`src/rtl/bounce_gen.sv`:
```
// Contact-bounce emulator: turns a clean level change on `in` into a burst of
// LFSR-timed glitches on `out` that always ends at the synchronized input level.
`timescale 1ns/1ps
module bounce_gen #(
  parameter int          C_BOUNCES  = 4,
  parameter int          C_MIN_CYC  = 20,
  parameter int          C_RND_BITS = 6,
  parameter logic [15:0] C_SEED     = 16'hACE1
) (
  input  logic clk,
  input  logic rst,
  input  logic in,
  output logic out,
  output logic busy
);

  localparam int          CW       = $clog2(C_MIN_CYC + 2**C_RND_BITS);
  localparam int          LAST     = 2*C_BOUNCES + 1;
  localparam int          EW       = $clog2(LAST + 1);
  localparam logic [15:0] SEED0    = (C_SEED == 16'h0000) ? 16'h0001 : C_SEED;
  localparam logic [15:0] RND_MASK = 16'((32'd1 << C_RND_BITS) - 32'd1);

  typedef enum logic [1:0] {S_IDLE, S_BOUNCE, S_SETTLE} state_t;

  state_t          state_q, state_d;
  logic            sync1_q, in_s_q;
  logic            out_q, out_d;
  logic            busy_q, busy_d;
  logic            target_q, target_d;
  logic [15:0]     lfsr_q, lfsr_d;
  logic [CW-1:0]   cnt_q, cnt_d;
  logic [EW-1:0]   edge_q, edge_d;
  logic [15:0]     lfsr_adv;
  logic [CW-1:0]   seg_w;
  logic [CW-1:0]   min_w;

  // Galois step; the segment width is taken from the post-step value.
  assign lfsr_adv = lfsr_q[0] ? ((lfsr_q >> 1) ^ 16'hB400) : (lfsr_q >> 1);
  assign min_w    = CW'(C_MIN_CYC);
  assign seg_w    = min_w + CW'(lfsr_adv & RND_MASK);

  always_ff @(posedge clk or posedge rst) begin
    if (rst) begin
      sync1_q  <= 1'b0;
      in_s_q   <= 1'b0;
      state_q  <= S_IDLE;
      out_q    <= 1'b0;
      busy_q   <= 1'b0;
      target_q <= 1'b0;
      lfsr_q   <= SEED0;
      cnt_q    <= '0;
      edge_q   <= '0;
    end else begin
      sync1_q  <= in;
      in_s_q   <= sync1_q;
      state_q  <= state_d;
      out_q    <= out_d;
      busy_q   <= busy_d;
      target_q <= target_d;
      lfsr_q   <= lfsr_d;
      cnt_q    <= cnt_d;
      edge_q   <= edge_d;
    end
  end

  always_comb begin
    state_d  = state_q;
    out_d    = out_q;
    busy_d   = busy_q;
    target_d = target_q;
    lfsr_d   = lfsr_q;
    cnt_d    = cnt_q;
    edge_d   = edge_q;
    case (state_q)
      S_IDLE: begin
        if (in_s_q != out_q) begin
          target_d = in_s_q;
          out_d    = ~out_q;
          busy_d   = 1'b1;
          lfsr_d   = lfsr_adv;
          edge_d   = EW'(1);
          if (C_BOUNCES == 0) begin
            cnt_d   = min_w;
            state_d = S_SETTLE;
          end else begin
            cnt_d   = seg_w;
            state_d = S_BOUNCE;
          end
        end
      end
      S_BOUNCE: begin
        // Counter loaded with W toggles after exactly W cycles.
        if (cnt_q == CW'(1)) begin
          lfsr_d = lfsr_adv;
          edge_d = edge_q + EW'(1);
          if (edge_q == EW'(LAST - 1)) begin
            out_d   = target_q;
            cnt_d   = min_w;
            state_d = S_SETTLE;
          end else begin
            out_d = ~out_q;
            cnt_d = seg_w;
          end
        end else begin
          cnt_d = cnt_q - CW'(1);
        end
      end
      S_SETTLE: begin
        if (cnt_q == CW'(1)) begin
          busy_d  = 1'b0;
          cnt_d   = '0;
          state_d = S_IDLE;
        end else begin
          cnt_d = cnt_q - CW'(1);
        end
      end
      default: state_d = S_IDLE;
    endcase
  end

  assign out  = out_q;
  assign busy = busy_q;

endmodule

```
`config.mk`:
```
export PLATFORM = sky130hd
export DESIGN_NAME = bounce_gen
export DESIGN_NICKNAME = d
export VERILOG_FILES = /design/src/rtl/bounce_gen.sv
export SDC_FILE = /design/constraint.sdc
export NUM_CORES = 1
export LEC_CHECK = 0
export CAP_MARGIN = 0
export CORE_ASPECT_RATIO = 1.4
export CORE_MARGIN = 2
export CORE_UTILIZATION = 55
export CTS_CLUSTER_SIZE = 24
export DETAILED_ROUTE_END_ITERATION = 7
export PLACE_DENSITY = 0.84
export SLEW_MARGIN = 20
export SYNTH_ARGS = -nofsm -noshare
export SYNTH_HDL_FRONTEND = slang
export SYNTH_SLANG_ARGS = --single-unit
```
`constraint.sdc`:
```
create_clock -name clk -period 2.39 [get_ports clk]
set_input_delay 0.478 -clock clk [delete_from_list [all_inputs] [get_ports clk]]
set_output_delay 0.478 -clock clk [all_outputs]
set_load 0.005 [all_outputs]
```
==> summary.md <==
| Metric | Value |
|---|---|
| Outcome | completed |
| Worst hold path depth | 0 |
| Hold Fails Final Rpt | 0 |
| Proportion of synthesized flip-flops having asynchronous set or reset | 1.00 |
| Critical Path Fanout Max | 9 |
| Worst Hold Margin | 350 ps |
| Worst min-delay path startpoint | sync1_q |
| Type of element launching the critical path | flip-flop |
| Tmin final | 2150 ps |
| Post-synth EDFFs | 0 |
| Leakage Power | 0.936 nW |
| Warning count from the yosys run | 0 |
| Area growth from synthesis to final layout | 11.6% |
| Number of routed nets with antenna violations | 0 |
| Die Footprint | 0.00388 sq mm |
| Hold-fix buffers at CTS | 0 |
| Count of standard-cell rows | 25 |
| Input/output buffers | 4 |
| Total clock sinks | 34 |
| End of the worst register-to-register path | state_q[0] |
| Aggregate negative setup slack | 0 ps |
| Slew @ Worst Pin | 471 ps |
| DRC viols | 0 |
| Critical register-to-register path startpoint | cnt_q[1] |
| Count of boundary I/O pins | 5 |
| Reg2Reg Setup Slack | 240 ps |
| Most common cell in the synthesized netlist | sky130_fd_sc_hd__dfrtp_1 |
| Commonest cells in the synthesized netlist | sky130_fd_sc_hd__dfrtp_1 (26), sky130_fd_sc_hd__a21oi_1 (13), sky130_fd_sc_hd__inv_1 (13) |
| Routability congestion estimate from global placement | 0.878 |
| Clk_skew | 5.68 ps |
| Post-synthesis sequential element count | 34 |
| Post-synthesis sequential area ratio | 0.462 |
| Layout Cells excl Fill | 217 |
| Overall die height | 72.9 um |
| Data arrival time at the worst-slack endpoint | 2330 ps |
| Post-layout nets | 188 |
| Root buffer selected by CTS | sky130_fd_sc_hd__clkbuf_8 |
| Total of endpoints with negative setup slack in the final report | 0 |
| Post-CTS Repair Setup Buffers | 0 |
| Cell types with the largest area share after synthesis | sky130_fd_sc_hd__dfrtp_1 (35%), sky130_fd_sc_hd__dfstp_2 (11%), sky130_fd_sc_hd__mux2_4 (6.4%) |
| Total number of vias | approximately 1300 |
| Synthesized netlist cell count | around 160 |
| CTS tree | yes |
| Buffers from clock root to sink, at most | 2 |
| End of the worst hold path | in_s_q |
| Diodes inserted | 0 |
| Total routing usage reported by global routing | 0.213 |
| Number of antenna violations at the first check in global routing | 0 |
| Worst slew margin relative to its limit | 0.685 |
| Detail Placement HPWL | 2510 um |
| H-tree Lvls | 2 |
| Congestion Overflow GR | 0 |
| Sum of routed wire length over all layers | 3550 um |
| Post-synth net total | between 150 and 200 |
| Largest net degree at the start of global routing | 35 |
| Synth Flop Type | sky130_fd_sc_hd__dfrtp_1 |
| Insertion delay to the later sink of the worst-skew pair | 290 ps |
| Max cap viols | 0 |
| TritonCTS buffer count | 5 |
| Initial core utilization | 0.562 |
| R2r worst-path depth | 6 |
| Share of Yosys cell area claimed by the top area cell type | 0.349 |
| Global-route wire length before repair | 6120 um |
| Critical path data required time | between 2000 and 3000 ps |
| Synth area leader | sky130_fd_sc_hd__dfrtp_1 |
| Crit path capture type | flip-flop |
| Netlist cell types | 42 |
| Clock slew at the register clock pins of the worst setup and hold paths | 70 ps |
| RSZ-0062 raised after global routing | no |
| Worst hold-check path type | reg2reg |
| Synthesized area | approximately 0.0019 sq mm |
| Initial detailed-routing violation count | 53 |
| Count of pins over their slew limit | 0 |
| Highest ir drop seen on vdd | 779 uV |
| Placed cell count | 209 |
| TritonRoute pass-1 iters | 4 |
| Kind of critical path | reg2reg |
| X dimension of the die | 53.2 um |
| Number of global-route vias before repair | 1432 |
| Routed len/inst | about 16 um |
| Maximum frequency from static timing analysis | between 400 and 500 MHz |
| Share of final-layout standard cells stronger than drive strength 1 | 0.254 |
| Core area | 0.00332 sq mm |
| Quantity of gates resized following cts | 0 |
| Overall power of the completed layout | 0.00239 W |
| Power Density | 1150 mW/mm^2 |
| Mean instance size in the synthesized netlist | 11.4 sq um |
| Fin crit share | 0.901 |
| Number of vias per cell after detailed routing | about 6.1 |
-- sequential cells by signal (all words and copies together) (netlist names) --
register  count
target_q      1
cnt_q         7
out           1
lfsr_q       16
state_q       2
busy          1
edge_q        4
sync1_q       1
in_s_q        1
-- where the power goes --
group | total [W] | switching, W | internal (W) | leakage [nW]
logic | 0.00105 | 0.000601 | 0.000454 | 0.472
clock network | 0.000531 | 0.000221 | 0.000310 | 0.0504
registers | 0.000809 | 0.000128 | 0.000681 | 0.414
-- through the flow --
step	instance area, sq um	util	setup WS (ps)
floorplan	1860	-	402
global placement	1970	0.593	321
detailed placement	1970	0.593	254
CTS	2080	0.628	243
global route	2080	0.628	172
finish	2080	0.628	236
-- worst max path at each step --
stage / startpoint / slack, ps / endpoint
after floorplan: cnt_q[1] / 400 / state_q[0]
after global placement: cnt_q[1] / 320 / state_q[0]
after detailed placement: cnt_q[1] / 250 / state_q[0]
after CTS: cnt_q[1] / 240 / state_q[0]
after global routing: cnt_q[1] / 170 / state_q[0]
final: cnt_q[1] / 240 / state_q[0]
-- cells by family (layout without fill, tap and decap cells) --
kind of cell | after synthesis | in the layout | synth area share
compound gates | 41 | 41 | 0.144
simple gates | 35 | 35 | 0.114
flops | 34 | 34 | 0.462
mux | 20 | 20 | 0.136
buf+inv | 16 | 29 | 0.0423
fa+ha+maj | 9 | 9 | 0.0604
xor+xnor | 9 | 9 | 0.0423
-- placed cells by master, fill, tap and decap left out, types with 2 or more instances in the layout --
cell                              instances
sky130_fd_sc_hd__o22ai_1                  2
sky130_fd_sc_hd__or4_1                    3
sky130_fd_sc_hd__o21ai_0                  8
sky130_fd_sc_hd__nor2_1                   9
sky130_fd_sc_hd__a211oi_1                 2
sky130_fd_sc_hd__nand3_1                  2
sky130_fd_sc_hd__dfstp_2                  8
sky130_fd_sc_hd__o211a_1                  2
sky130_fd_sc_hd__clkbuf_8                 5
sky130_fd_sc_hd__mux2_2                   9
sky130_fd_sc_hd__a31oi_1                  4
sky130_fd_sc_hd__xnor2_1                  2
sky130_fd_sc_hd__xor2_1                   7
sky130_fd_sc_hd__inv_1                   13
sky130_fd_sc_hd__o31ai_1                  2
sky130_fd_sc_hd__nor3b_1                  2
sky130_fd_sc_hd__nand2_1                  7
sky130_fd_sc_hd__clkinvlp_4               2
sky130_fd_sc_hd__nor3_1                   3
sky130_fd_sc_hd__buf_4                    3
sky130_fd_sc_hd__mux2i_1                  2
sky130_fd_sc_hd__ha_1                     9
sky130_fd_sc_hd__clkdlybuf4s50_1          4
sky130_fd_sc_hd__dfrtp_1                 26
sky130_fd_sc_hd__mux2_4                   8
sky130_fd_sc_hd__a21oi_1                 13
-- routing by layer --
layer	routed length (um)	GRT usage
met3	122	0.0492
met4	124	0.128
met5	0	0
met2	1950	0.366
met1	1350	0.230
-- final cells by class --
cell class,instances,area [sq um]
multi-input combinational,114,925
sequential,34,861
timing repair buffer,8,82.6
tap,40,50.0
clock buffer,5,68.8
fill,272,1230
clock inverter,3,45.0
inverter,13,48.8
-- critical path: stages (launching register included) --
cell and delay (ps):
sky130_fd_sc_hd__dfrtp_1 410, sky130_fd_sc_hd__inv_1 80, sky130_fd_sc_hd__ha_1 140, sky130_fd_sc_hd__nor4b_4 410, sky130_fd_sc_hd__or4b_1 490, sky130_fd_sc_hd__a21oi_1 180, sky130_fd_sc_hd__mux2_1 330
(Power assumes the default switching activity.)
